### src/rtl/mmss_timer_counter.sv
// mmss_timer_counter: base-60 BCD time counter (NUM_PAIRS pairs of tens 0-5 / units 0-9).
// Counts up or down on a single-cycle tick. Supports pause, clamped load, clear,
// and either roll-over or saturation at the limits.
// Ports:
//   clk, rst          clock and asynchronous active-high reset
//   tick              count enable, one cycle wide
//   pause             level, 1 = ignore tick
//   dir               0 = up, 1 = down (sampled on tick edges)
//   clear             synchronous clear to zero (highest after rst)
//   load, load_val    synchronous load; each digit is clamped to valid BCD
//   cnt               packed pairs, pair k = {tens[7k+6:7k+4], units[7k+3:7k]}
//   at_zero, at_max   combinational decodes of the registered cnt
//   wrap              registered 1-cycle pulse after a roll-over
//   done              registered sticky flag, set when a saturating limit is hit
module mmss_timer_counter #(
  parameter int unsigned NUM_PAIRS = 2,
  parameter int unsigned WRAP_MODE = 1
) (
  input  logic                   clk,
  input  logic                   rst,
  input  logic                   tick,
  input  logic                   pause,
  input  logic                   dir,
  input  logic                   clear,
  input  logic                   load,
  input  logic [7*NUM_PAIRS-1:0] load_val,
  output logic [7*NUM_PAIRS-1:0] cnt,
  output logic                   at_zero,
  output logic                   at_max,
  output logic                   wrap,
  output logic                   done
);

  localparam int unsigned W = 7 * NUM_PAIRS;
  // 7'h59 packs tens=5 (bits 6:4) and units=9 (bits 3:0).
  localparam logic [W-1:0] MAX_CNT = {NUM_PAIRS{7'h59}};

  logic [W-1:0] cnt_up;
  logic [W-1:0] cnt_dn;
  logic [W-1:0] load_clamp;
  logic         carry_out;
  logic         borrow_out;

  // Per-digit increment/decrement with ripple carry/borrow, and load clamping.
  always_comb begin
    cnt_up     = cnt;
    cnt_dn     = cnt;
    load_clamp = '0;
    carry_out  = 1'b1;
    borrow_out = 1'b1;
    for (int k = 0; k < NUM_PAIRS; k++) begin
      if (carry_out) begin
        if (cnt[7*k +: 4] == 4'd9) begin
          cnt_up[7*k +: 4] = 4'd0;
          if (cnt[7*k+4 +: 3] == 3'd5) begin
            cnt_up[7*k+4 +: 3] = 3'd0;
          end else begin
            cnt_up[7*k+4 +: 3] = cnt[7*k+4 +: 3] + 3'd1;
            carry_out          = 1'b0;
          end
        end else begin
          cnt_up[7*k +: 4] = cnt[7*k +: 4] + 4'd1;
          carry_out        = 1'b0;
        end
      end

      if (borrow_out) begin
        if (cnt[7*k +: 4] == 4'd0) begin
          cnt_dn[7*k +: 4] = 4'd9;
          if (cnt[7*k+4 +: 3] == 3'd0) begin
            cnt_dn[7*k+4 +: 3] = 3'd5;
          end else begin
            cnt_dn[7*k+4 +: 3] = cnt[7*k+4 +: 3] - 3'd1;
            borrow_out         = 1'b0;
          end
        end else begin
          cnt_dn[7*k +: 4] = cnt[7*k +: 4] - 4'd1;
          borrow_out       = 1'b0;
        end
      end

      load_clamp[7*k +: 4]   = (load_val[7*k +: 4] > 4'd9) ? 4'd9 : load_val[7*k +: 4];
      load_clamp[7*k+4 +: 3] = (load_val[7*k+4 +: 3] > 3'd5) ? 3'd5 : load_val[7*k+4 +: 3];
    end
  end

  // Counter state: clear > load > count > hold. wrap defaults low every cycle.
  always_ff @(posedge clk or posedge rst) begin
    if (rst) begin
      cnt  <= '0;
      wrap <= 1'b0;
      done <= 1'b0;
    end else begin
      wrap <= 1'b0;
      if (clear) begin
        cnt  <= '0;
        done <= 1'b0;
      end else if (load) begin
        cnt  <= load_clamp;
        done <= 1'b0;
      end else if (tick && !pause) begin
        if (!dir) begin
          if (carry_out) begin
            // Carry out of the top pair: cnt was at max.
            if (WRAP_MODE != 0) begin
              cnt  <= '0;
              wrap <= 1'b1;
            end else begin
              done <= 1'b1;
            end
          end else begin
            cnt <= cnt_up;
          end
        end else begin
          if (borrow_out) begin
            // Borrow out of the top pair: cnt was zero.
            if (WRAP_MODE != 0) begin
              cnt  <= MAX_CNT;
              wrap <= 1'b1;
            end else begin
              done <= 1'b1;
            end
          end else begin
            cnt <= cnt_dn;
          end
        end
      end
    end
  end

  assign at_zero = (cnt == '0);
  assign at_max  = (cnt == MAX_CNT);

endmodule
### config.mk
export PLATFORM = sky130hd
export DESIGN_NAME = mmss_timer_counter
export DESIGN_NICKNAME = d
export VERILOG_FILES = /design/src/rtl/mmss_timer_counter.sv
export SDC_FILE = /design/constraint.sdc
export NUM_CORES = 1
export LEC_CHECK = 0
export CORE_MARGIN = 4
export CORE_UTILIZATION = 23
export CTS_CLUSTER_DIAMETER = 200
export DETAILED_ROUTE_END_ITERATION = 7
export PLACE_DENSITY_LB_ADDON = 0.2
export RECOVER_POWER = 50
export SLEW_MARGIN = 20
export SYNTH_ARGS = -nofsm -noshare
export SYNTH_HDL_FRONTEND = slang
export SYNTH_SLANG_ARGS = --single-unit
### constraint.sdc
create_clock -name clk -period 4.85 [get_ports clk]
set_input_delay 0.7275 -clock clk [delete_from_list [all_inputs] [get_ports clk]]
set_output_delay 0.7275 -clock clk [all_outputs]
set_load 0.01 [all_outputs]
# --- After elaboration in Yosys (flattened, before gate mapping) ---
# Cells that the tools add are included.
# W data, S select, Z words.
totals:
  memories: 0
  latch_bits: 0
  mem_bits_ro: 0
  elab_cells: 83
  ramBits: 0
  regBits: 16
  in_bits: 21
  output_inout_bits: 18
classes:
  eq_ne: 8
  n_addsub: 8
  n_shift: 0
  n_mul: 0
  bitwise_logic: 0
  n_mux: 42
  n_reduce_logical: 15
  div_mod_pow: 0
  magnitude_cmp: 4
op_table:
  columns: ["operator", "count"]
  rows:
  - ["$mux W14", 6]
  - ["$mux W3", 10]
  - ["$mux W4", 6]
  - ["$mux W1", 18]
  - ["$ne A5 B1 Y1 const B", 3]
  - ["$reduce_bool A5 Y1", 3]
  - ["$eq A14 B14 Y1 const B", 1]
  - ["$logic_not A14 Y1", 1]
  - ["$mux W7", 2]
  - ["$add A4 B1 Y4 const B", 2]
  - ["$eq A4 B4 Y1 const B", 2]
  - ["$gt A4 B4 Y1 const B", 2]
  - ["$logic_not A4 Y1", 2]
  - ["$sub A4 B1 Y4 const B", 2]
  - ["$add A3 B1 Y3 const B", 2]
  - ["$eq A3 B3 Y1 const B", 2]
  - ["$gt A3 B3 Y1 const B", 2]
  - ["$logic_not A3 Y1", 2]
  - ["$reduce_and A3 Y1", 2]
  - ["$sub A3 B1 Y3 const B", 2]
  - ["$reduce_and A5 Y1", 1]
  - ["$reduce_bool A3 Y1", 1]
  - ["$reduce_bool A2 Y1", 1]
  - ["$logic_and A1 B1 Y1", 1]
  - ["$logic_not A1 Y1", 1]

# --- Logic depth before layout (Yosys ltp) ---
logic_depth:
  word_depth: 9
  ltp_mapped: 7
  ltp_nobuf: 7

# --- Worst setup path before layout ---
# No wires, ideal clock.
synth_timing:
  path_kind: "register to register"
  startpoint: "register cnt[0]"
  endpoint: "register cnt[13]"
  required_time_ns: 4.724
  synth_period_minus_slack_ns: 2.338
  setup_slack_ns: 2.512
  setup_time_ns: 0.126
  stages_incl_launch_ff: 8
  n_path_buf: 0
  arrival_ns: 2.211
  cell_sequence: "dfrtp_1 -> inv_1 -> ha_1 -> and4bb_1 -> o2bb2a_4 -> or4_4 -> and4_4 -> a311o_1"
synth_between:
  elab_chain_len: 8
  elab_cells_between_ends: 17
  cone_classes: "3 x eq/ne; 10 x mux; 4 x reduce/logical"
synth_lines:
  columns: ["element", "line", "rtl"]
  rows:
  - ["from (decl)", "27", "output logic [7*NUM_PAIRS-1:0] cnt,"]
  - ["from (signal assigned)", "99", "cnt <= load_clamp;"]
  - ["from (signal assigned)", "112", "cnt <= cnt_up;"]
  - ["from (signal assigned)", "124", "cnt <= cnt_dn;"]
  - ["$eq A4 B4 Y1 or $logic_not A4 Y1 (tied branches)", "53, 68", null]
  - ["$mux W1 (on tied branches)", "53, 68", null]
  - ["$mux W1 (on tied branches)", "52, 67", null]
  - ["$mux W14 (on tied branches)", "103, 115", null]
  - ["$mux W14", "102", "if (!dir) begin"]
  - ["$mux W14", "101", "end else if (tick && !pause) begin"]
  - ["$mux W14", "98", "end else if (load) begin"]
  - ["$mux W14", "95", "if (clear) begin"]
# Several ways; a longest one is shown, not always the timed one. The select of a mux whose other input is x is not followed.
# A chain may end at the register's enable or synchronous reset.

# --- Worst setup path in the final report ---
layout_timing:
  startpoint: "register cnt[0]"
  endpoint: "output port at_zero"
layout_between:
  elab_chain_len: 1
layout_lines:
  columns: ["element", "line", "rtl"]
  rows:
  - ["$logic_not A14 Y1", "131", "assign at_zero = (cnt == '0);"]
  - ["to (decl)", "28", "output logic at_zero,"]
# No other way between the ends.

==> metrics <==
Fin Hold WS=708 ps; drt drc=0; largest net degree at the start of global routing=25; VDD IR-drop max=0.111 mV; syn nets=215; CP max FO=7; largest area contributor in the netlist=dfrtp_1; Fmax achieved=0.315 GHz; Total Negative Setup Slacks=0 ps; Final period util=approximately two thirds; logic gate share of total power=33.8%; CP arrival=around 2500 ps; Worst Hold Launch=cnt[5]; RSZ-0062 raised after global routing=no; vias=1,498; core area=6310 um^2; ys async rst share=100%; Clk pwr share=between 20% and 30%; Hold WC Path Type=flip-flop to flip-flop; H-tree Lvls=1; Clock Root Buffer=clkbuf_8; delay-heaviest family, CP=simple AND/OR/NAND/NOR gates; Post-CTS Setup Repair Bufs=0; CP endpoint kind=output port; Synth warnings=0; WL per Instance=between 10 and 15 um; drt first-iter violations=78; Clock transition at path regs=approximately 60 ps; antenna violations before repair=0; Yosys reg bits=15; minimum clock period after layout=3170 ps; sw frac=33.9%; slowest cell on the critical path=clkdlybuf4s50_1; max_cap viols=0; CTS Buffer Depth=2; antenna-violating nets left=0; first-pass GRT wire length=7160 um; Syn Area/Cell=7.98 um^2; reg-to-reg critical path startpoint=cnt[0]; Slew Viols, Final=0; Vert. Die Dim=88.5 um; CTS Buf Count=3; Area Growth Syn to Fin=30.5%; top cells by area, synth=dfrtp_1, ha_1, a21oi_1; WS Path Type=flip-flop to output port; Critical Path Max Stage Delay=roughly 580 ps; Die Span X=a little under 90 um; layout cell share with drive strength beyond 1=under 10%; outcome=finished clean; final hold viol count=0; GR Util All Layers=between 10 and 15%; Setup Viol. Count Final=0; Max-slew headroom=a little under half; number of global-route vias before repair=1,395; Cells after Synth=between 150 and 200; Sw Pwr=134 uW; worst slew pin tran=798 ps; critical-path cell list=inv_1 > ha_1 > nor4b_1 > nand3_1 > nor3b_1 > clkdlybuf4s50_1; Synth Flop Type=dfrtp_1; HPWL Detailed=3240 um; # rows=29; sequential fraction of the synthesis area=25.2%; I/O Pins=39; routability congestion estimate=0.748; clock tree sinks=15; final wirelength=4330 um; DP Worst Slack=roughly 1400 ps; Synth cell types=52; Bufs and invs on worst path=2; Int Pwr=262 uW; Critical Path RT=4120 ps; die area=around 7800 um^2; CTS Hold Bufs=0; sequential power share=39.4%; fill count=710; gr ovfl total=0; PortBufs=37; nets=243; TritonRoute pass-1 iters=4; number of synthesized flops with an enable pin=0; TritonCTS clock tree=done; Clock Skew=0.713 ps; crit path from=cnt[0]; Yosys top cell area share=between 20 and 30%; later-pin clock latency in the skew report=250 ps; Leak=0.000757 uW; setup ws final=1680 ps; Post-CTS Resized=0; vias per cell=5.15; pwr dens=204 nW/um^2; n_diodes=0; Starting Density=23.6%; Critical Path Start Type=flip-flop; synthesized area=1490 um^2
==> cell usage in the layout (no fill, tap or decap), drive strengths merged, types with 5 or more instances in the layout <==
cell type	instances
nor2b	5
dlygate4sd3	9
nand2	10
dfrtp	15
ha	7
clkdlybuf4s50	28
nand3	10
nor3	9
nor2	12
a21oi	14
nand3b	6
o21ai	13
inv	10
==> cells by family after synthesis <==
family          share of synthesized area [%]
simple gates                             29.9
xor+xnor                                 2.35
other cells                             0.251
fa+ha+maj                                5.87
buf+inv                                  6.38
compound gates                           24.3
flops                                    25.2
mux                                      5.70
==> final timing paths <==
path	endpoint	slack, ps	cells past startpoint
setup / recovery	at_zero	1680	6
hold / removal	cnt[5]	710	1
setup reg to reg	cnt[13]	2340	7
hold reg to reg	cnt[5]	710	1
max in group asynchronous	cnt[2]	3460	2
min in group asynchronous	cnt[11]	990	2
==> state kept, by name, indices dropped and copies added, names as in the netlist <==
register,count
wrap,1
cnt,14
==> routing by layer <==
layer	wire [um]	vias to the layer above	GRT usage, %
li1	-	745	-
met1	2080	723	16.0
met2	2020	25	18.1
met3	172	5	1.96
met4	54	0	3.30
met5	0	-	0
==> area by class of cell <==
| cell class | instances | area (um^2) | area share (%) |
|---|---|---|---|
| Sequential cell | 15 | 375 | 19.3 |
| Tap cell | 77 | 96.3 | 4.95 |
| Clock buffer | 4 | 45.0 | 2.32 |
| Timing Repair Buffer | 37 | 370 | 19.0 |
| Inverter | 10 | 37.5 | 1.93 |
| Multi-Input combinational cell | 148 | 1020 | 52.5 |
==> power by group through the flow <==
stage	Clock, uW	Combinational (uW)	Sequential (uW)
6_report	106	134	156
3_3_place_gp	0	137	159
4_1_cts	109	137	157
3_5_place_dp	0	136	159
5_1_grt	114	149	159
2_1_floorplan	0	87.8	151
==> through the flow <==
stage | cells | utilization, % | instance area, um^2 | total power, uW
floorplan | 187 | - | 1490 | 238
CTS | 291 | 30.8 | 1950 | 403
global placement | 287 | 30.1 | 1900 | 297
finish | 291 | 30.8 | 1950 | 396
global route | 291 | 30.8 | 1950 | 422
detailed placement | 287 | 30.1 | 1900 | 295
==> cells in the mapped netlist (2+ instances only) <==
cell type / n
clkbuf_1: 12
a21o_1: 2
a221oi_1: 2
nor2b_1: 5
ha_1: 7
nand4bb_1: 2
nand3_1: 10
or3_1: 2
nand2b_1: 4
o311a_1: 2
and3_1: 2
mux2_2: 4
nand2_1: 10
xor2_1: 3
nor3b_1: 2
o21ai_0: 13
inv_1: 10
nor3_1: 8
nand3b_1: 6
nor2_1: 12
mux2i_1: 4
a31oi_1: 3
nor4b_1: 2
a311oi_1: 3
a21oi_1: 14
a211oi_1: 3
dfrtp_1: 15
(Power assumes the default switching activity.)
